### src/rtl/result_byte_serializer_pkg.sv
// Shared types and constants for the result byte serializer.
// Holds the word width in bytes and the serializer state encoding.
package result_byte_serializer_pkg;

    localparam int BYTES_PER_WORD = 4;
    localparam int IDX_W          = $clog2(BYTES_PER_WORD);

    typedef enum logic {
        IDLE = 1'b0,
        SEND = 1'b1
    } ser_state_t;

endpackage

### src/rtl/sync_word_fifo.sv
// Single-clock word FIFO with show-ahead head output; 2**LOG2 entries.
// A push into a full FIFO is accepted only when a pop happens on the same edge.
module sync_word_fifo #(
    parameter int WIDTH = 32,
    parameter int LOG2  = 4
) (
    input  logic             CLK,
    input  logic             RST,
    input  logic             i_push,
    input  logic             i_pop,
    input  logic [WIDTH-1:0] i_din,
    output logic [WIDTH-1:0] o_dout,
    output logic             o_full,
    output logic             o_empty,
    output logic [LOG2:0]    o_level
);

    logic [WIDTH-1:0] r_mem [2**LOG2];
    logic [LOG2-1:0]  r_wr_ptr;
    logic [LOG2-1:0]  r_rd_ptr;
    logic [LOG2:0]    r_count;
    logic             w_do_push;
    logic             w_do_pop;

    // Count never exceeds 2**LOG2, so its MSB alone marks full.
    assign o_full    = r_count[LOG2];
    assign o_empty   = (r_count == '0);
    assign o_level   = r_count;
    assign o_dout    = r_mem[r_rd_ptr];
    assign w_do_pop  = i_pop & ~o_empty;
    assign w_do_push = i_push & (~o_full | w_do_pop);

    always_ff @(posedge CLK) begin
        if (w_do_push) begin
            r_mem[r_wr_ptr] <= i_din;
        end
    end

    always_ff @(posedge CLK or posedge RST) begin
        if (RST) begin
            r_wr_ptr <= '0;
            r_rd_ptr <= '0;
            r_count  <= '0;
        end else begin
            if (w_do_push) begin
                r_wr_ptr <= r_wr_ptr + 1'b1;
            end
            if (w_do_pop) begin
                r_rd_ptr <= r_rd_ptr + 1'b1;
            end
            case ({w_do_push, w_do_pop})
                2'b10:   r_count <= r_count + 1'b1;
                2'b01:   r_count <= r_count - 1'b1;
                default: r_count <= r_count;
            endcase
        end
    end

endmodule

### src/rtl/result_byte_serializer.sv
// Buffers strobed 32-bit results and streams them as bytes, LSB first, on valid/ready.
// First byte appears two cycles after the strobe; words arriving while full are dropped into OVF.
module result_byte_serializer
    import result_byte_serializer_pkg::*;
#(
    parameter int FIFO_LOG2 = 4
) (
    input  logic               CLK,
    input  logic               RST,
    input  logic               I_STB,
    input  logic [31:0]        I_DAT,
    output logic               O_VLD,
    output logic [7:0]         O_DAT,
    input  logic               O_RDY,
    output logic               OVF,
    input  logic               CLR_OVF,
    output logic [FIFO_LOG2:0] LEVEL
);

    localparam logic [IDX_W-1:0] LAST_IDX = IDX_W'(BYTES_PER_WORD - 1);

    ser_state_t       r_state;
    ser_state_t       w_next_state;
    logic [31:0]      r_word;
    logic [IDX_W-1:0] r_idx;
    logic             r_ovf;
    logic [31:0]      w_head;
    logic             w_full;
    logic             w_empty;
    logic             w_last;
    logic             w_xfer;
    logic             w_pop;

    sync_word_fifo #(
        .WIDTH (32),
        .LOG2  (FIFO_LOG2)
    ) u_fifo (
        .CLK     (CLK),
        .RST     (RST),
        .i_push  (I_STB),
        .i_pop   (w_pop),
        .i_din   (I_DAT),
        .o_dout  (w_head),
        .o_full  (w_full),
        .o_empty (w_empty),
        .o_level (LEVEL)
    );

    assign w_last = (r_idx == LAST_IDX);

    always_ff @(posedge CLK or posedge RST) begin
        if (RST) begin
            r_state <= IDLE;
        end else begin
            r_state <= w_next_state;
        end
    end

    always_comb begin
        w_next_state = r_state;
        case (r_state)
            IDLE:    if (!w_empty) w_next_state = SEND;
            SEND:    if (O_RDY && w_last && w_empty) w_next_state = IDLE;
            default: w_next_state = IDLE;
        endcase
    end

    // Refill straight from the FIFO on the last byte so back-to-back words have no bubble.
    always_comb begin
        O_VLD  = (r_state == SEND);
        w_xfer = (r_state == SEND) && O_RDY;
        w_pop  = 1'b0;
        case (r_state)
            IDLE:    w_pop = !w_empty;
            SEND:    w_pop = O_RDY && w_last && !w_empty;
            default: w_pop = 1'b0;
        endcase
    end

    always_ff @(posedge CLK or posedge RST) begin
        if (RST) begin
            r_word <= '0;
            r_idx  <= '0;
        end else if (w_pop) begin
            r_word <= w_head;
            r_idx  <= '0;
        end else if (w_xfer) begin
            r_idx  <= r_idx + 1'b1;
        end
    end

    always_ff @(posedge CLK or posedge RST) begin
        if (RST) begin
            r_ovf <= 1'b0;
        end else if (I_STB && w_full && !w_pop) begin
            r_ovf <= 1'b1;
        end else if (CLR_OVF) begin
            r_ovf <= 1'b0;
        end
    end

    assign OVF   = r_ovf;
    assign O_DAT = r_word[{r_idx, 3'b000} +: 8];

endmodule

### config.mk
export PLATFORM = sky130hd
export DESIGN_NAME = result_byte_serializer
export DESIGN_NICKNAME = d
export VERILOG_FILES = /design/src/rtl/result_byte_serializer_pkg.sv /design/src/rtl/sync_word_fifo.sv /design/src/rtl/result_byte_serializer.sv
export SDC_FILE = /design/constraint.sdc
export NUM_CORES = 1
export LEC_CHECK = 0
export ABC_CLOCK_PERIOD_IN_PS = 5100
export CAP_MARGIN = 25
export CELL_PAD_IN_SITES_DETAIL_PLACEMENT = 1
export CELL_PAD_IN_SITES_GLOBAL_PLACEMENT = 1
export CORE_ASPECT_RATIO = 1.5
export CORE_MARGIN = 2
export CORE_UTILIZATION = 40
export CTS_CLUSTER_DIAMETER = 120
export DETAILED_ROUTE_END_ITERATION = 8
export PLACE_DENSITY_LB_ADDON = 0.1
export SYNTH_ARGS = -nofsm -noshare
export SYNTH_HDL_FRONTEND = slang
export SYNTH_SLANG_ARGS = --single-unit
### constraint.sdc
create_clock -name CLK -period 5.1 [get_ports CLK]
set_clock_uncertainty 0.15 [all_clocks]
set_input_delay 0.765 -clock CLK [delete_from_list [all_inputs] [get_ports CLK]]
set_output_delay 0.765 -clock CLK [all_outputs]
set_load 0.005 [all_outputs]
==> metrics.md <==
| Metric | Value |
|---|---|
| Largest net degree at the start of global routing | `56` |
| Fin crit share | `70.5%` |
| Cts hold-fix bufs | `0` |
| Post-layout util | `46.6%` |
| H-tree levels | `2` |
| Post-CTS sizing | `0` |
| CTS clk-pin slew, worst paths | `0.07 ns` |
| Fmax achieved | `278 MHz` |
| Worst vdd ir | `0.243 mV` |
| Clock Tree Root | `clkbuf_16` |
| Reg2reg path depth | `7` |
| CP max stage delay | `0.79 ns` |
| Buf/Inv on CP | `2` |
| Hold WC Path Type | `register to register` |
| Die area | `56,500 um^2` |
| Routed vias | `10,044` |
| Post-synth cell types | `46` |
| Worst endpoint data arrival time | `3.69 ns` |
| Area Growth Syn to Fin | `15.0%` |
| Core area | `53,900 um^2` |
| RSZ-0062 raised after global routing | `no` |
| Io pins | `52` |
| Post-Syn Area | `21,800 um^2` |
| Sequential area share after synthesis | `76.0%` |
| HPWL Detailed | `30.6 mm` |
| Wire per inst | `27.7 um` |
| Worst Setup SP | `r_idx[0]` |
| Gate Count Post-Synth | `1,006` |
| Initial drt markers | `464` |
| Row Count | `104` |
| Status | `complete, no violations` |
| Placed cells | `1,718` |
| R2R Setup Slk | `1.50 ns` |
| # clock sinks | `561` |
| Antenna violations before repair | `0` |
| Total Routing Usage GR | `18.2%` |
| CP Max Fanout | `18` |
| # Max-Cap Violations | `0` |
| IO buf count | `51` |
| CTS max path bufs | `3` |
| CP Class | `register to register` |
| WP data required | `5.20 ns` |
| PwrDens | `526 nW/um^2` |
| Routed Antenna Nets | `0` |
| Avg Vias per Cell | `5.51` |
| First-pass GRT wire length | `75.3 mm` |
| Mapped Avg Cell Area | `21.7 um^2` |
| Final non-filler cell total | `1,823` |
| CP max stage cell | `dfrtp_1` |
| Crit-path cells | `ha_1 -> a21boi_1 -> a21boi_2 -> inv_2 -> nor3b_1 -> and2_2 -> buf_4` |
| Slew @ Worst Pin | `0.990 ns` |
| Top delay family on crit path | `simple AND/OR/NAND/NOR gates` |
| Routed WL | `50.5 mm` |
| TNS Setup | `0 ns` |
| Tmin final | `3.60 ns` |
| Worst Setup End Kind | `register` |
| Initial core utilization | `40.5%` |
| Layout cell share with drive strength beyond 1 | `26.0%` |
| CTS buffer count | `55` |
| CTS tree | `done` |
| Final Hold Fails | `0` |
| Crit start category | `register` |
| Setup Viol. Count Final | `0` |
| Critical Path Sink | `u_fifo.r_mem[9][12]` |
| Die Ht | `290 um` |
| Die W | `195 um` |
| WP depth | `7` |
| Worst hold slack | `0.385 ns` |
| Nets | `1,134` |
| Leakage | `8.10 nW` |
| First-pass detailed-route iteration total | `4` |
| Max-slew headroom | `34.0%` |
| Clock Latency Late Sink | `0.59 ns` |
| Vias in the first global route | `11,194` |
| Max-slew violations | `0` |
| Worst R2R Start | `r_idx[0]` |
| RR Endpoint | `u_fifo.r_mem[9][12]` |
| Gr ovfl total | `0` |
| RePlAce Congestion | `0.727` |
| DR DRC count | `0` |
| Yosys warns | `0` |
| Synth Net Count | `1,053` |
| Seq cells post-synth | `561` |
| Post-CTS Setup Bufs | `0` |
[registers in the layout, indices dropped and copies added, names as in the netlist]
register,flops
O_VLD,1
u_fifo.r_wr_ptr,4
u_fifo.r_rd_ptr,4
r_word,32
r_idx,2
OVF,1
u_fifo.r_mem,512
u_fifo.o_level,5
[cell usage in the layout (no fill, tap or decap), drive strengths merged, types with 8 or more instances in the layout]
cell type,Yosys,final
ha,10,10
dfrtp,49,49
o22ai,29,29
a21oi,35,35
nand2,8,8
mux2i,19,19
buf,43,34
inv,13,15
mux2,15,15
a22o,19,19
clkdlybuf4s50,0,51
nor2b,21,21
mux4,136,136
clkbuf,18,69
xnor2,9,9
a211o,18,18
edfxtp,512,512
and2,8,8
clkinv,0,21
[stage by stage]
stage	worst slack (ns)	area [um^2]	power, mW
after floorplan	0.140	21800	8.11
after global placement	1.28	23200	9.26
after detailed placement	1.20	23200	9.29
after CTS	1.45	25100	13.4
after global routing	1.24	25100	13.8
final	1.50	25100	13.2
[report_power, final]
group	switching [mW]	leakage [nW]	internal, mW
combinational	1.37	2.02	1.63
sequential	0.648	5.18	5.45
clock	1.72	0.896	2.40
[tightest hold or removal path, delay by kind of cell, from the launching register on]
family	cells	cell delay (ns)
AO/OA/AOI/OAI	1	0.06
flip-flops	1	0.38
buffers and inverters	1	0.05
[kinds of logic after synthesis]
family | Yosys count | share of synthesized area, %
AND/OR/NAND/NOR | 63 | 1.68
adder cells (fa/ha/maj) | 10 | 0.573
multiplexers | 170 | 15.7
flip-flops | 561 | 76.0
AO/OA/AOI/OAI | 117 | 3.72
buffers and inverters | 74 | 1.83
XOR/XNOR | 11 | 0.441
[per-layer routing]
layer	up-vias	GRT usage, %	part of all wire [%]
met2	158	33.2	54
li1	4363	-	-
met3	64	2.37	2.9
met5	-	0	0
met1	5459	22.7	41
met4	0	4.95	2.2
[final cells by class]
| class | count | area (um^2) |
|---|---|---|
| Clock inverter | 34 | 344 |
| Sequential cell | 561 | 16600 |
| Clock buffer | 69 | 1500 |
| Inverter | 13 | 48.8 |
| Fill cell | 4877 | 28800 |
| Tap cell | 689 | 862 |
| Antenna cell | 1 | 2.50 |
| Timing Repair Buffer | 85 | 816 |
| Multi-Input combinational cell | 371 | 4910 |
[cell usage after synthesis (all sizes together)]
cell      n  share of area [%]
o211a     1              0.046
or2       2              0.057
mux4    136                 14
or4       1              0.052
o21ai     5               0.11
nor2      6               0.10
buf      43                1.3
o31ai     1              0.034
inv      13               0.22
o211ai    1              0.097
a32o      1              0.046
a211o    18               0.72
nand3     2              0.046
nor2b    21               0.60
a31oi     2              0.057
dfrtp    49                5.6
mux2     15               0.77
nand2b    3              0.086
xnor2     9               0.36
clkbuf   18               0.31
a311oi    1              0.040
and3b     1              0.040
nand4     2              0.057
a21bo     1              0.046
o22ai    29               0.83
a21oi    35               0.80
nor3b     3               0.10
a21boi    2              0.086
and2      8               0.23
a21o      1              0.034
ha       10               0.57
nor4      4               0.11
edfxtp  512                 70
xor2      2              0.080
nand2     8               0.14
a22o     19               0.76
or3       2              0.057
mux2i    19               0.87
[how the worst min path moves through the flow]
| stage | to | slack, ns | cells past startpoint | from |
|---|---|---|---|---|
| final | OVF | 0.39 | 2 | OVF |
| after global routing | OVF | 0.43 | 2 | OVF |
| after CTS | OVF | 0.40 | 2 | OVF |
| after global placement | OVF | 0.36 | 2 | OVF |
| after floorplan | r_word[16] | 0.32 | 1 | r_word[16] |
| after detailed placement | OVF | 0.38 | 2 | OVF |
(Power assumes the default switching activity.)
